`src/rtl/store_tag_buffer.sv`:
```
// In-order store buffer with per-byte producer tags. Pending stores drain to memory
// in FIFO order; loads see the youngest matching byte of every lane combinationally.
module store_tag_buffer #(
    parameter int DEPTH  = 4,
    parameter int ADDR_W = 30,
    parameter int TAG_W  = 6
) (
    input  logic                     clk,
    input  logic                     rst_n,
    input  logic                     flush,
    input  logic                     st_valid,
    output logic                     st_ready,
    input  logic [ADDR_W-1:0]        st_addr,
    input  logic [31:0]              st_data,
    input  logic [3:0]               st_be,
    input  logic [TAG_W-1:0]         st_tag,
    input  logic [ADDR_W-1:0]        ld_addr,
    output logic [TAG_W-1:0]         tag1,
    output logic [TAG_W-1:0]         tag2,
    output logic [TAG_W-1:0]         tag3,
    output logic [TAG_W-1:0]         tag4,
    output logic [3:0]               byte_hit,
    output logic [31:0]              ld_data,
    output logic                     mem_valid,
    input  logic                     mem_ready,
    output logic [ADDR_W-1:0]        mem_addr,
    output logic [31:0]              mem_data,
    output logic [3:0]               mem_be,
    output logic [$clog2(DEPTH):0]   count
);

    localparam int PTR_W = $clog2(DEPTH);
    localparam int CNT_W = PTR_W + 1;
    localparam logic [TAG_W-1:0] NO_TAG = '1;
    localparam logic [CNT_W-1:0] FULL   = CNT_W'(DEPTH);

    logic [PTR_W-1:0] wr_ptr_q, wr_ptr_d;
    logic [PTR_W-1:0] rd_ptr_q, rd_ptr_d;
    logic [CNT_W-1:0] count_q, count_d;
    logic [DEPTH-1:0] valid_q, valid_d;

    logic [ADDR_W-1:0] addr_q [DEPTH];
    logic [31:0]       data_q [DEPTH];
    logic [3:0]        be_q   [DEPTH];
    logic [TAG_W-1:0]  tag_q  [DEPTH];

    logic enq;
    logic deq;

    assign st_ready  = (count_q != FULL) && !flush;
    assign mem_valid = (count_q != '0) && !flush;
    assign enq       = st_valid && st_ready;
    assign deq       = mem_valid && mem_ready;

    assign mem_addr = addr_q[rd_ptr_q];
    assign mem_data = data_q[rd_ptr_q];
    assign mem_be   = be_q[rd_ptr_q];
    assign count    = count_q;

    always_comb begin
        wr_ptr_d = wr_ptr_q;
        rd_ptr_d = rd_ptr_q;
        count_d  = count_q;
        valid_d  = valid_q;
        if (flush) begin
            wr_ptr_d = '0;
            rd_ptr_d = '0;
            count_d  = '0;
            valid_d  = '0;
        end else begin
            // enq and deq never target the same slot: that needs count 0 or DEPTH
            if (enq) begin
                valid_d[wr_ptr_q] = 1'b1;
                wr_ptr_d          = wr_ptr_q + PTR_W'(1);
            end
            if (deq) begin
                valid_d[rd_ptr_q] = 1'b0;
                rd_ptr_d          = rd_ptr_q + PTR_W'(1);
            end
            case ({enq, deq})
                2'b10:   count_d = count_q + CNT_W'(1);
                2'b01:   count_d = count_q - CNT_W'(1);
                default: count_d = count_q;
            endcase
        end
    end

    always_ff @(posedge clk or negedge rst_n) begin
        if (!rst_n) begin
            wr_ptr_q <= '0;
            rd_ptr_q <= '0;
            count_q  <= '0;
            valid_q  <= '0;
        end else begin
            wr_ptr_q <= wr_ptr_d;
            rd_ptr_q <= rd_ptr_d;
            count_q  <= count_d;
            valid_q  <= valid_d;
        end
    end

    // Payload needs no reset: every read of it is qualified by valid/count.
    always_ff @(posedge clk) begin
        if (enq) begin
            addr_q[wr_ptr_q] <= st_addr;
            data_q[wr_ptr_q] <= st_data;
            be_q[wr_ptr_q]   <= st_be;
            tag_q[wr_ptr_q]  <= st_tag;
        end
    end

    // Entries ordered oldest (k=0) to youngest, with liveness per age slot.
    logic [PTR_W-1:0] age_idx  [DEPTH];
    logic [DEPTH-1:0] age_live;

    genvar gi;
    generate
        for (gi = 0; gi < DEPTH; gi++) begin : g_age
            assign age_idx[gi]  = rd_ptr_q + PTR_W'(gi);
            assign age_live[gi] = (CNT_W'(gi) < count_q) && valid_q[age_idx[gi]];
        end
    endgenerate

    logic [TAG_W-1:0] lane_tag [4];

    generate
        for (gi = 0; gi < 4; gi++) begin : g_lane
            logic             hit_l;
            logic [TAG_W-1:0] tag_l;
            logic [7:0]       data_l;

            // Oldest-first scan; later matches overwrite, so the youngest store wins.
            always_comb begin
                hit_l  = 1'b0;
                tag_l  = NO_TAG;
                data_l = 8'h00;
                for (int k = 0; k < DEPTH; k++) begin
                    if (age_live[k] && (addr_q[age_idx[k]] == ld_addr) &&
                        be_q[age_idx[k]][gi]) begin
                        hit_l  = 1'b1;
                        tag_l  = tag_q[age_idx[k]];
                        data_l = data_q[age_idx[k]][8*gi +: 8];
                    end
                end
            end

            assign byte_hit[gi]       = hit_l;
            assign ld_data[8*gi +: 8] = data_l;
            assign lane_tag[gi]       = tag_l;
        end
    endgenerate

    assign tag1 = lane_tag[0];
    assign tag2 = lane_tag[1];
    assign tag3 = lane_tag[2];
    assign tag4 = lane_tag[3];

endmodule

```
`config.mk`:
```
export PLATFORM = sky130hd
export DESIGN_NAME = store_tag_buffer
export DESIGN_NICKNAME = d
export VERILOG_FILES = /design/src/rtl/store_tag_buffer.sv
export SDC_FILE = /design/constraint.sdc
export NUM_CORES = 1
export LEC_CHECK = 0
export CORE_UTILIZATION = 45
export CTS_BUF_LIST = sky130_fd_sc_hd__clkbuf_16
export CTS_CLUSTER_DIAMETER = 200
export DETAILED_ROUTE_END_ITERATION = 12
export DONT_BUFFER_PORTS = 1
export MAX_ROUTING_LAYER = met4
export PLACE_DENSITY = 0.66
export SETUP_SLACK_MARGIN = 0.4
export SLEW_MARGIN = 10
export SYNTH_ARGS = -nofsm -noshare
export SYNTH_HDL_FRONTEND = slang
export SYNTH_SLANG_ARGS = --single-unit
export TNS_END_PERCENT = 30
```
`constraint.sdc`:
```
create_clock -name clk -period 10.57 [get_ports clk]
set_input_delay 2.114 -clock clk [delete_from_list [all_inputs] [get_ports clk]]
set_output_delay 2.114 -clock clk [all_outputs]
set_load 0.01 [all_outputs]
```
---- Yosys cells after proc, flatten, opt, wreduce, memory -nomap -nowiden ----
Memories as Yosys holds them, arrays and structs flattened.
Index checks and enable logic that the tools add are counted.
word-level totals
  bits in registers ....................... 11
  bits in writable memories ............... 288
  input bits .............................. 107
  word-level logic and storage cells ...... 142
  memories ................................ 4
memories
  name    words  bits a word  read ports  clocked after Yosys merged registers in  wr ports  line  source
  data_q  4      32           4           0                                        1         43    logic [31:0] data_q [DEPTH];
  addr_q  4      30           4           0                                        1         42    logic [ADDR_W-1:0] addr_q [DEPTH];
  tag_q   4      6            4           0                                        1         45    logic [TAG_W-1:0] tag_q [DEPTH];
  be_q    4      4            4           0                                        1         44    logic [3:0] be_q [DEPTH];
cells by class
  $add $sub $neg .......................... 6
  order comparisons ....................... 11
  equality and inequality tests ........... 7
  muxes and demuxes ....................... 72
  bitwise logic cells ..................... 3
  reduce and logical (&&, ||, !) cells .... 35
operators with widths
  cell                                                                    count
  8-bit two-way mux                                                       16
  30-bit == test                                                          4
  6-bit two-way mux                                                       16
  1-bit logical AND                                                       30
  1-bit two-way mux                                                       24
  4-bit two-way mux                                                       4
  2-bit by 3-bit < comparator with 1-bit output (second input constant)   5
  1-bit binary-select mux with 2-bit select                               4
  2-bit two-way mux                                                       4
  1-bit by 3-bit < comparator with 1-bit output (first input constant)    2
  2-bit by 3-bit < comparator with 1-bit output (first input constant)    2
  3-bit one-hot mux with 2 select lines                                   1
  3-bit nonzero test                                                      2
  2-bit by 1-bit adder with 2-bit output (second input constant)          2
  2-bit adder (second input constant)                                     2
  4-bit AND                                                               1
  1-bit demux with 2-bit select                                           2
  2-bit by 1-bit >= comparator with 1-bit output (second input constant)  2
  4-bit inverter                                                          1
  4-bit OR                                                                1
  2-bit nonzero test                                                      2
  3-bit by 1-bit adder with 3-bit output (second input constant)          1
  3-bit two-way mux                                                       1
  3-bit != test (second input constant)                                   1
  other kinds (4)                                                         4

---- Longest topological paths before layout ----
Gate-level depths: netlist of the first run.
  depth in word-level cells ............... 10
  gate-level depth with buffers ........... 25
  depth with buffers taken out ............ 10

---- Worst setup path before layout of the first run ----
No wires, ideal clock.
  kind .................................... reg2out
  from .................................... register rd_ptr_q[1]
  to ...................................... output tag2[5]
  arrival ................................. 5.787 ns
  data required time ...................... 8.456 ns
  setup slack ............................. 2.669 ns
  cell stages (with the launch flop) ...... 24
  buffers on the path ..................... 13
  cell sequence ........................... dfrtp_1 > buf_1 > inv_2 > clkbuf_1 > clkbuf_1 > clkbuf_1 > buf_1 > clkbuf_1 > ha_1 > buf_6 > buf_6 > buf_6 > buf_4 > mux2i_1 > nor2_1 > a2111oi_2 > o211ai_1 > or4b_1 > clkbuf_2 > or2_1 > buf_2 > buf_2 > mux2i_1 > a222oi_1
between the ends
  word-level cells in the longest chain between the ends .. 9
  elaborated cells between the ends (all ways) .. 34
  those cells by class .................... add/sub: 3; eq/ne: 4; mux: 12; reduce/logical: 12; memory: 3
RTL lines
  item                                                                       line  source
  start: declaration                                                         38    logic [PTR_W-1:0] rd_ptr_q, rd_ptr_d;
  start signal: assignment                                                   96    rd_ptr_q <= rd_ptr_d;
  parallel branches: the longest is 8 deep, another holds memory 4 x 30 bit  --
  6-bit two-way mux *                                                        138   if (age_live[k] && (addr_q[age_idx[k]] == ld_addr) &&
  end: declaration                                                           19    output logic [TAG_W-1:0] tag2,
Every way passes the cells marked *. The select of a mux whose other input is x is not followed.

---- Worst setup path after layout of the first run ----
  from .................................... register rd_ptr_q[1]
  to ...................................... output ld_data[28]
between the ends
  word-level cells in the longest chain between the ends .. 9
  elaborated cells between the ends (all ways) .. 34
  those cells by class .................... add/sub: 3; eq/ne: 4; mux: 12; reduce/logical: 12; memory: 3
RTL lines
  item                                                                       line  source
  parallel branches: the longest is 8 deep, another holds memory 4 x 30 bit  --
  8-bit two-way mux *                                                        138
  end: declaration                                                           23    output logic [31:0] ld_data,
Marked as above.

==> results of run 1 <==
-- cell type report --
class | count | area share [%]
Multi-Input combinational cell | 1098 | 48.7
Sequential cell | 299 | 41.3
Clock buffer | 35 | 4.05
Tap cell | 592 | 3.43
Clock inverter | 23 | 0.880
Timing Repair Buffer | 24 | 0.834
Inverter | 45 | 0.793
Antenna cell | 1 | 0.0116
-- how the worst max path moves through the flow --
| stage | depth (start not counted) | to | startpoint |
|---|---|---|---|
| 4_1_cts | 11 | tag4[1] | rd_ptr_q[0] |
| 6_report | 11 | ld_data[28] | rd_ptr_q[1] |
| 5_1_grt | 11 | ld_data[28] | rd_ptr_q[0] |
| 3_3_place_gp | 10 | tag4[3] | rd_ptr_q[0] |
| 2_1_floorplan | 23 | tag2[5] | rd_ptr_q[1] |
| 3_5_place_dp | 11 | tag4[3] | rd_ptr_q[0] |
-- placed cells by master (no fill, tap or decap), types with 20 or more instances in the layout --
master / Yosys / routed
xor2_1: 38 / 38
buf_4: 9 / 24
o21ai_0: 43 / 43
mux4_2: 144 / 144
nand2_1: 43 / 43
edfxtp_1: 288 / 288
mux2_2: 63 / 63
o22ai_1: 40 / 40
xnor2_1: 70 / 70
o221ai_1: 20 / 20
nand2b_1: 24 / 24
inv_1: 44 / 48
a21oi_1: 85 / 85
nor2_1: 124 / 124
mux2i_1: 165 / 165
clkbuf_16: 0 / 35
-- power groups by stage --
stage | registers [mW] | logic, mW | clock network, mW
floorplan | 1.43 | 1.74 | 0
global placement | 1.47 | 2.01 | 0
detailed placement | 1.48 | 2.02 | 0
CTS | 1.45 | 2.03 | 1.18
global route | 1.47 | 2.17 | 1.21
finish | 1.46 | 2.03 | 1.15
-- registers in the layout, summed over array words and instances (netlist names) --
signal    flops
valid_q       4
rd_ptr_q      2
addr_q      120
be_q         16
count         3
tag_q        24
wr_ptr_q      2
data_q      128
-- synth_stat cells, drive strengths merged (6+ instances only) --
| cell type | n |
|---|---|
| edfxtp | 288 |
| mux2i | 166 |
| mux4 | 150 |
| nor2 | 124 |
| a21oi | 85 |
| buf | 81 |
| xnor2 | 70 |
| mux2 | 64 |
| clkbuf | 58 |
| inv | 45 |
| nand2 | 43 |
| o21ai | 43 |
| o22ai | 40 |
| xor2 | 38 |
| nand2b | 24 |
| o221ai | 20 |
| a31oi | 18 |
| a211o | 17 |
| nand4 | 17 |
| nand3 | 16 |
| a222oi | 11 |
| dfrtp | 11 |
| ha | 11 |
| nor4 | 11 |
| and4 | 10 |
| nor3 | 10 |
| o211ai | 9 |
| a2111oi | 8 |
| and3 | 8 |
| o2111ai | 8 |
| o221a | 8 |
| or2 | 8 |
| a22oi | 6 |
-- worst max-delay path: cells and delay by family, from the launching register on --
family	cells	cell delay, ns
AND/OR/NAND/NOR	5	2.43
flip-flops	1	0.72
adder cells (fa/ha/maj)	1	0.87
XOR/XNOR	1	0.15
multiplexers	1	0.36
AO/OA/AOI/OAI	1	0.34
buffers and inverters	2	0.75
-- logic make-up after synthesis --
kind of cell | share of synthesized area (%)
compound gates | 10.7
xor+xnor | 4.64
fa+ha+maj | 0.676
buf+inv | 4.72
flops | 43.8
mux | 28.4
simple gates | 7.03
-- metrics by stage --
step	worst slack, ns	utilization [%]
detailed placement	2.84	46.2
global route	1.90	48.6
CTS	2.23	48.6
floorplan	2.67	-
global placement	2.91	46.2
finish	2.21	48.6
-- layer usage --
layer / GRT usage (%) / up-vias / part of all wire (%)
li1: - / 6138 / -
met1: 34.0 / 7122 / 40
met2: 41.1 / 626 / 47
met3: 6.77 / 137 / 8.9
met4: 10.5 / 0 / 4.1
met5: - / - / 0
==> results.json, run 1 <==
{
  "outcome": "finished, final reports clean",
  "clock_latency_ns": 0.55,
  "io_pins": 238,
  "holdBufCountCts": 0,
  "power.density_nw_per_um2": 215,
  "required_ns": 8.46,
  "grt_overflow": 0,
  "n_fill_cell": 3788,
  "yosysWarnings": 0,
  "layoutNonFillerInstCount": 2117,
  "antenna_found_initial": 0,
  "critPathSlowestCell": "nor4_1",
  "synthFlopType": "edfxtp_1",
  "area_growth_pct": 6.08,
  "vias_per_cell": 6.62,
  "swShare_pct": 36.4,
  "syn_avg_cell_area_sq_um": 12.9,
  "clock_skew_ns": 0.0179,
  "cts_resized": 0,
  "drive_gt1_share_pct": 20.3,
  "min_path_cells": 1,
  "synth_edf_count": 288,
  "cp.arrival_ns": 6.25,
  "die_x_um": 215,
  "dp.cells": 2058,
  "cp_max_fo": 49,
  "synthArstFlopShare_pct": 3.68,
  "place_congestion": 1.00,
  "tightest_slew_ns": 1.24,
  "netlist_instances": 1581,
  "die-area_sq_um": 46100,
  "place_area_sq_um": 20500,
  "route.detailed.drc": 0,
  "ir_drop_mv": 0.139,
  "die_h_um": 215,
  "postLayoutCellArea_sq_um": 21600,
  "cts_buffers": 34,
  "dpl.hpwl_um": 41700,
  "min_to": "wr_ptr_q[0]",
  "hold_path_startpoint": "wr_ptr_q[0]",
  "synth_seq_area_share_pct": 43.8,
  "coreArea_sq_um": 44400,
  "slowest_delay_ns": 0.88,
  "clk_path_buf_depth": 3,
  "grt_pass1_vias": 13800,
  "grt_setup_unrepaired": "no",
  "yosysTopAreaCellShare_pct": 42.5,
  "ys_ff_latch": 299,
  "whs_ns": 0.561,
  "ant_nets": 0,
  "setup_viol": 0,
  "fmax_mhz": 120,
  "wl_per_cell_um": 28.4,
  "grt_max_degree": 76,
  "clockPowerShare_pct": 24.8,
  "switchingPower_mw": 1.69,
  "hold_viol": 0,
  "cp-start-kind": "register",
  "drv_cap": 0,
  "rows": 77,
  "post-route-min-period_ns": 8.36,
  "post-cts-setup-buffers": 0,
  "pwr-share-seq_pct": 31.4,
  "first_pass_iters": 6,
  "h-tree-depth": 2,
  "rr_endpoint": "valid_q[2]",
  "cts.sinks": 299,
  "drt_iter0_drc": 1316,
  "p_int_mw": 2.95,
  "path_clk_slew_ns": 0.06,
  "hold_path.class": "register to register",
  "vias": 14000,
  "synth_top_area_cell": "edfxtp_1",
  "power_frac_comb_pct": 43.8,
  "fin_nets": 1620,
  "regArea_sq_um": 8930,
  "drt_wl_total_um": 60200,
  "timing.rr.start": "count[1]",
  "synthesis.area_sq_um": 20400,
  "port_buffers": 0,
  "synth_fp_nets": 1699,
  "ys_types": 77,
  "cp-end-kind": "output pin",
  "grtUsageTotal_pct": 26.8,
  "path_cells": "inv_4 -> ha_4 -> buf_4 -> mux4_2 -> xor2_1 -> nor2_1 -> nand4_1 -> nor4_1 -> nand2_1 -> nand2b_1 -> o221a_2",
  "ff2ff_path_depth": 7,
  "drv_slew": 0,
  "max_slew_margin_pct": 16.4,
  "fin_crit_sh_pct": 79.1,
  "setup_tns_ns": 0,
  "start_util_pct": 45.9,
  "ys_top_cells_by_area": "edfxtp_1 (42%), mux4_2 (16%), mux2i_1 (8.1%)",
  "multi_input_area_sq_um": 10500,
  "cts_root_buf": "clkbuf_16",
  "fin_total_pwr_mw": 4.64,
  "cts_tree": "yes",
  "r2r_setup_slack_ns": 7.09,
  "grt_pass1_wl_um": 90200,
  "path_class": "register to output pin",
  "p_leak_nw": 6.90
}
Note: power is estimated with default switching activity, not from simulation.
==> run 2: changes to the inputs <==
--- a/config.mk
+++ b/config.mk
@@ -11,7 +11,7 @@
 export DETAILED_ROUTE_END_ITERATION = 12
 export DONT_BUFFER_PORTS = 1
 export MAX_ROUTING_LAYER = met4
-export PLACE_DENSITY = 0.66
+export PLACE_DENSITY = 0.68
 export SETUP_SLACK_MARGIN = 0.4
 export SLEW_MARGIN = 10
 export SYNTH_ARGS = -nofsm -noshare
==> constraint.sdc (replaced) <==
create_clock -name clk -period 7.3 [get_ports clk]
set_input_delay 1.46 -clock clk [delete_from_list [all_inputs] [get_ports clk]]
set_output_delay 1.46 -clock clk [all_outputs]
set_load 0.01 [all_outputs]
==> results.json, run 2 (synthesis results as in run 1) <==
{
  "ff2ff_path_depth": 7,
  "cp.arrival_ns": 5.27,
  "cts_root_buf": "clkbuf_16",
  "switchingPower_mw": 2.50,
  "cp-start-kind": "register",
  "drt_iter0_drc": 1404,
  "drive_gt1_share_pct": 23.5,
  "post-route-min-period_ns": 6.73,
  "vias": 14500,
  "grt_overflow": 0,
  "cts_tree": "yes",
  "io_pins": 238,
  "cp_max_fo": 80,
  "drv_cap": 0,
  "route.detailed.drc": 0,
  "port_buffers": 0,
  "swShare_pct": 35.9,
  "hold_viol": 0,
  "grt_setup_unrepaired": "no",
  "p_int_mw": 4.47,
  "die-area_sq_um": 46100,
  "drt_wl_total_um": 60500,
  "clk_path_buf_depth": 3,
  "grtUsageTotal_pct": 26.6,
  "top_usage_layer": "met2",
  "outcome": "finished, final reports clean",
  "regMostFlops": "data_q",
  "max_slew_margin_pct": 20.1,
  "cts_buffers": 37,
  "min_path_cells": 1,
  "fin_crit_sh_pct": 92.2,
  "final_cell_mix": "edfxtp_1 (288), mux2i_1 (165), mux4_2 (144), nor2_1 (124), a21oi_1 (85)",
  "power.density_nw_per_um2": 313,
  "path_class": "register to output pin",
  "wl_per_cell_um": 27.8,
  "die_h_um": 215,
  "insertedDiodeCount": 0,
  "path_clk_slew_ns": 0.06,
  "start_util_pct": 45.9,
  "required_ns": 5.84,
  "timing.rr.start": "count[1]",
  "place_congestion": 0.978,
  "setup_tns_ns": 0,
  "first_pass_iters": 8,
  "clock_skew_ns": 0.0119,
  "hold_path.class": "register to register",
  "setup_viol": 0,
  "grt_pass1_vias": 14300,
  "largest_register_ffs": 128,
  "clock_latency_ns": 0.55,
  "rows": 77,
  "fmax_mhz": 149,
  "dpl.hpwl_um": 41000,
  "rr_endpoint": "valid_q[3]",
  "pwr-share-seq_pct": 29.7,
  "critPathSlowestCell": "nor4_1",
  "cp-end-kind": "output pin",
  "slowest_delay_ns": 0.66,
  "hold_path_startpoint": "wr_ptr_q[0]",
  "drv_slew": 0,
  "final_common_cell": "edfxtp_1",
  "tightest_slew_ns": 1.20,
  "die_x_um": 215,
  "antenna_found_initial": 0,
  "h-tree-depth": 2,
  "ant_nets": 0,
  "clockPowerShare_pct": 26.3,
  "grt_max_degree": 106,
  "min_to": "wr_ptr_q[0]",
  "r2r_setup_slack_ns": 3.85,
  "holdBufCountCts": 0,
  "grt_use_met3_pct": 8.45,
  "vias_per_cell": 6.67,
  "p_leak_nw": 7.28,
  "power_frac_comb_pct": 44.0,
  "cp-startpoint": "rd_ptr_q[0]",
  "area_growth_pct": 9.23,
  "ir_drop_mv": 0.196,
  "coreArea_sq_um": 44400,
  "use_met2_pct": 40.2,
  "top_regs": "data_q x128, addr_q x120, tag_q x24",
  "cts.sinks": 299,
  "fin_nets": 1679,
  "whs_ns": 0.547,
  "grtUsageMet1_pct": 33.3,
  "grt_pass1_wl_um": 89900,
  "path_cells": "buf_16 -> mux4_2 -> xor2_1 -> nor4_1 -> nand2_1 -> nor4b_4 -> nand3_1 -> a21oi_1 -> a222oi_1 -> buf_4"
}
run 2: changes by cell type in the layout (fill, tap and decap cells not counted), moves of 2 or more:
| cell | delta |
|---|---|
| buf_4 | +50 |
| inv_1 | +5 |
| buf_6 | +3 |
| clkbuf_16 | +3 |
| clkinv_4 | -3 |
| bufinv_16 | +2 |
| clkinv_1 | -2 |
| or2_1 | -2 |
| or2_2 | +2 |
run 2: timing repair:
item,in CTS,in global routing
setup buffers,0,2
endpoints found under the setup margin,18,37
resized for setup,1,6
pin swaps,0,1
cloned,1,0
run 2: power groups by stage:
stage,logic (mW),registers (mW),clock network (mW)
2_1_floorplan,2.52,2.06,0
3_3_place_gp,2.95,2.10,0
3_5_place_dp,2.97,2.11,0
4_1_cts,3.01,2.08,1.86
5_1_grt,3.26,2.08,1.93
6_report,3.07,2.07,1.83
run 2: routing by layer:
metal / wire [um] / vias up
li1: - / 6254
met1: 23600 / 7311
met2: 27700 / 795
met3: 6760 / 165
met4: 2480 / 0
met5: 0 / -
run 2: worst max-delay path, delay by kind of cell, from the launching register on:
family / cells / cell delay, ns
AOI/OAI and AO/OA: 2 / 0.87
buffers and inverters: 2 / 0.65
muxes: 1 / 0.58
and+or+nand+nor: 4 / 1.79
DFF: 1 / 0.60
xor gates and xnor gates: 1 / 0.17
run 2: cell type report:
type / count / area, sq um
fill: 3752 / 22200
multi-input combinational: 1098 / 10500
sequential: 299 / 8930
clock buffer: 38 / 951
tap: 592 / 741
timing repair buffer: 80 / 669
clock inverter: 27 / 259
inverter: 45 / 171
run 2: metrics by stage:
step | cell area, sq um | util (%) | setup WS [ns] | instances | power, mW
2_1_floorplan | 20400 | - | 0.431 | 1581 | 4.58
3_3_place_gp | 21000 | 47.2 | 0.851 | 2111 | 5.05
3_5_place_dp | 21000 | 47.2 | 0.826 | 2111 | 5.09
4_1_cts | 22200 | 50.0 | 0.446 | 2177 | 6.96
5_1_grt | 22200 | 50.1 | 0.420 | 2179 | 7.27
6_report | 22200 | 50.1 | 0.569 | 2179 | 6.97
run 2: worst max-delay path by stage:
stage	to	slack (ns)	cells after the start
after floorplan	tag2[5]	0.43	23
after global placement	tag4[3]	0.85	10
after detailed placement	tag4[3]	0.83	10
after CTS	tag4[3]	0.45	11
after global routing	tag4[3]	0.42	10
final	tag4[3]	0.57	10
==> run 3: changes to the inputs <==
--- a/config.mk
+++ b/config.mk
@@ -10,6 +10,7 @@
 export CTS_CLUSTER_DIAMETER = 200
 export DETAILED_ROUTE_END_ITERATION = 12
 export DONT_BUFFER_PORTS = 1
+export GPL_ROUTABILITY_DRIVEN = 0
 export MAX_ROUTING_LAYER = met4
 export PLACE_DENSITY = 0.68
 export SETUP_SLACK_MARGIN = 0.4
==> constraint.sdc (replaced) <==
create_clock -name clk -period 7.3 [get_ports clk]
set_input_delay 1.46 -clock clk [delete_from_list [all_inputs] [get_ports clk]]
set_output_delay 1.46 -clock clk [all_outputs]
set_load 0.02 [all_outputs]
==> results.json, run 3 (synthesis results as in run 1) <==
{
  "multi_input_area_sq_um": 10500,
  "die_h_um": 215,
  "dpl.hpwl_um": 40700,
  "path_cells": "buf_16 -> mux4_2 -> xor2_1 -> nor4_1 -> nand2_1 -> nor4b_4 -> a32oi_4 -> a21boi_4 -> a222oi_1 -> buf_4",
  "fin_crit_sh_pct": 93.4,
  "layoutNonFillerInstCount": 2186,
  "max_slew_margin_pct": 24.4,
  "required_ns": 5.84,
  "drt_iter0_drc": 1587,
  "power.density_nw_per_um2": 312,
  "grt_pass1_vias": 14300,
  "p_leak_nw": 7.27,
  "route.detailed.drc": 0,
  "final_common_cell": "edfxtp_1",
  "coreArea_sq_um": 44400,
  "drive_gt1_share_pct": 24.1,
  "place_ws_ns": 0.735,
  "path_class": "register to output pin",
  "grt_setup_unrepaired": "yes",
  "cp_max_fo": 75,
  "timing.rr.start": "count[1]",
  "vias_per_cell": 6.64,
  "slowest_delay_ns": 0.69,
  "wl_per_cell_um": 27.9,
  "fin_total_pwr_mw": 6.95,
  "cp.arrival_ns": 5.36,
  "ant_nets": 0,
  "top_regs": "data_q x128, addr_q x120, tag_q x24",
  "die-area_sq_um": 46100,
  "worst_slack_ns": 0.480,
  "grt_overflow": 0,
  "r2r_setup_slack_ns": 3.63,
  "min_to": "wr_ptr_q[0]",
  "first_pass_iters": 6,
  "h-tree-depth": 2,
  "critical-path-top-delay-family": "simple AND/OR/NAND/NOR gates",
  "ff2ff_path_depth": 5,
  "tightest_slew_ns": 1.13,
  "regArea_sq_um": 8930,
  "place_area_sq_um": 21000,
  "rr_endpoint": "addr_q[3][29]",
  "hold_path.class": "register to register",
  "post-route-min-period_ns": 6.82,
  "grtUsageTotal_pct": 26.8,
  "min_path_cells": 1,
  "n_fill_cell": 3756,
  "io_pins": 238,
  "fmax_mhz": 147,
  "final_cell_mix": "edfxtp_1 (288), mux2i_1 (164), mux4_2 (144), nor2_1 (124), a21oi_1 (84)",
  "start_util_pct": 45.9,
  "regMostFlops": "data_q",
  "path_clk_slew_ns": 0.06,
  "dp.cells": 2114,
  "grt_pass1_wl_um": 90600,
  "drv_cap": 0,
  "setup_viol": 0,
  "vias": 14500,
  "drv_slew": 0,
  "ir_drop_mv": 0.274,
  "area_growth_pct": 9.21,
  "cts_root_buf": "clkbuf_16",
  "die_x_um": 215,
  "cts_tree": "yes",
  "cp-end-kind": "output pin",
  "outcome": "finished, final reports clean",
  "cp-start-kind": "register",
  "antenna_found_initial": 1,
  "clk_path_buf_depth": 3,
  "grt_max_degree": 169,
  "rows": 77,
  "holdBufCountCts": 0,
  "setup_tns_ns": 0,
  "fin_nets": 1687,
  "cts_buffers": 36,
  "critPathSlowestCell": "nor4b_4",
  "hold_path_startpoint": "wr_ptr_q[0]",
  "cts.sinks": 299,
  "clock_latency_ns": 0.55,
  "clock_skew_ns": 0.00981,
  "crit_buf_inv": 2,
  "postLayoutCellArea_sq_um": 22200,
  "port_buffers": 0,
  "hold_viol": 0,
  "largest_register_ffs": 128,
  "drt_wl_total_um": 61100
}
==> run 3: cell count changes in the layout (fill, tap and decap cells not counted), sizes merged <==
cell / change
buf: +8
bufinv: -4
diode: +2
clkinvlp: +1
==> run 3: worst reg2reg max path: stages, from the launching register on <==
cell,delay (ns)
dfrtp_1,0.63
inv_1,0.15
ha_1,0.25
a21oi_1,0.71
and3_4,0.90
buf_4,0.64
==> run 3: per-stage QoR <==
stage / util (%) / hold WS [ns]
finish: 50.1 / 0.537
global route: 50.1 / 0.582
CTS: 49.8 / 0.547
detailed placement: 47.3 / 0.537
global placement: 47.3 / 0.528
floorplan: - / 0.492
==> run 3: where the power goes <==
part	internal [mW]	switching [mW]	leakage [nW]
Clock	0.954	0.719	0.556
Combinational	1.40	1.80	3.96
Sequential	1.98	0.100	2.76
==> run 3: final cells by class <==
cell class / instances / share of cell area [%]
Antenna cell: 2 / 0.0225
Inverter: 45 / 0.771
Sequential cell: 299 / 40.2
Multi-Input combinational cell: 1098 / 47.4
Clock buffer: 37 / 4.16
Tap cell: 592 / 3.33
Clock inverter: 24 / 0.692
Timing Repair Buffer: 89 / 3.45
==> run 3: worst max path at each step <==
| stage | slack, ns | cells past startpoint | start | to |
|---|---|---|---|---|
| 2_1_floorplan | 0.44 | 23 | rd_ptr_q[1] | tag2[5] |
| 3_3_place_gp | 0.81 | 10 | rd_ptr_q[0] | tag4[1] |
| 3_5_place_dp | 0.74 | 10 | rd_ptr_q[0] | tag4[0] |
| 4_1_cts | 0.35 | 12 | rd_ptr_q[0] | tag2[2] |
| 5_1_grt | 0.38 | 12 | rd_ptr_q[0] | tag1[0] |
| 6_report | 0.48 | 10 | rd_ptr_q[0] | tag4[3] |
==> run 3: timing repair <==
item | in CTS | in global routing
cloned | 1 | 1
gates resized for setup | 6 | 8
pin swaps | 0 | 2
buffers inserted | 0 | 7
endpoints found under the setup margin | 23 | 45
hold endpoints to repair | 0 | 0
==> run 3: routing by layer <==
metal  track usage [%]  vias up  share of wire, %
li1                  -     6276                 -
met1              32.8     7360                39
met2              40.8      730                46
met3              8.90      148                11
met4              11.1        0               4.2
met5                 -        -                 0
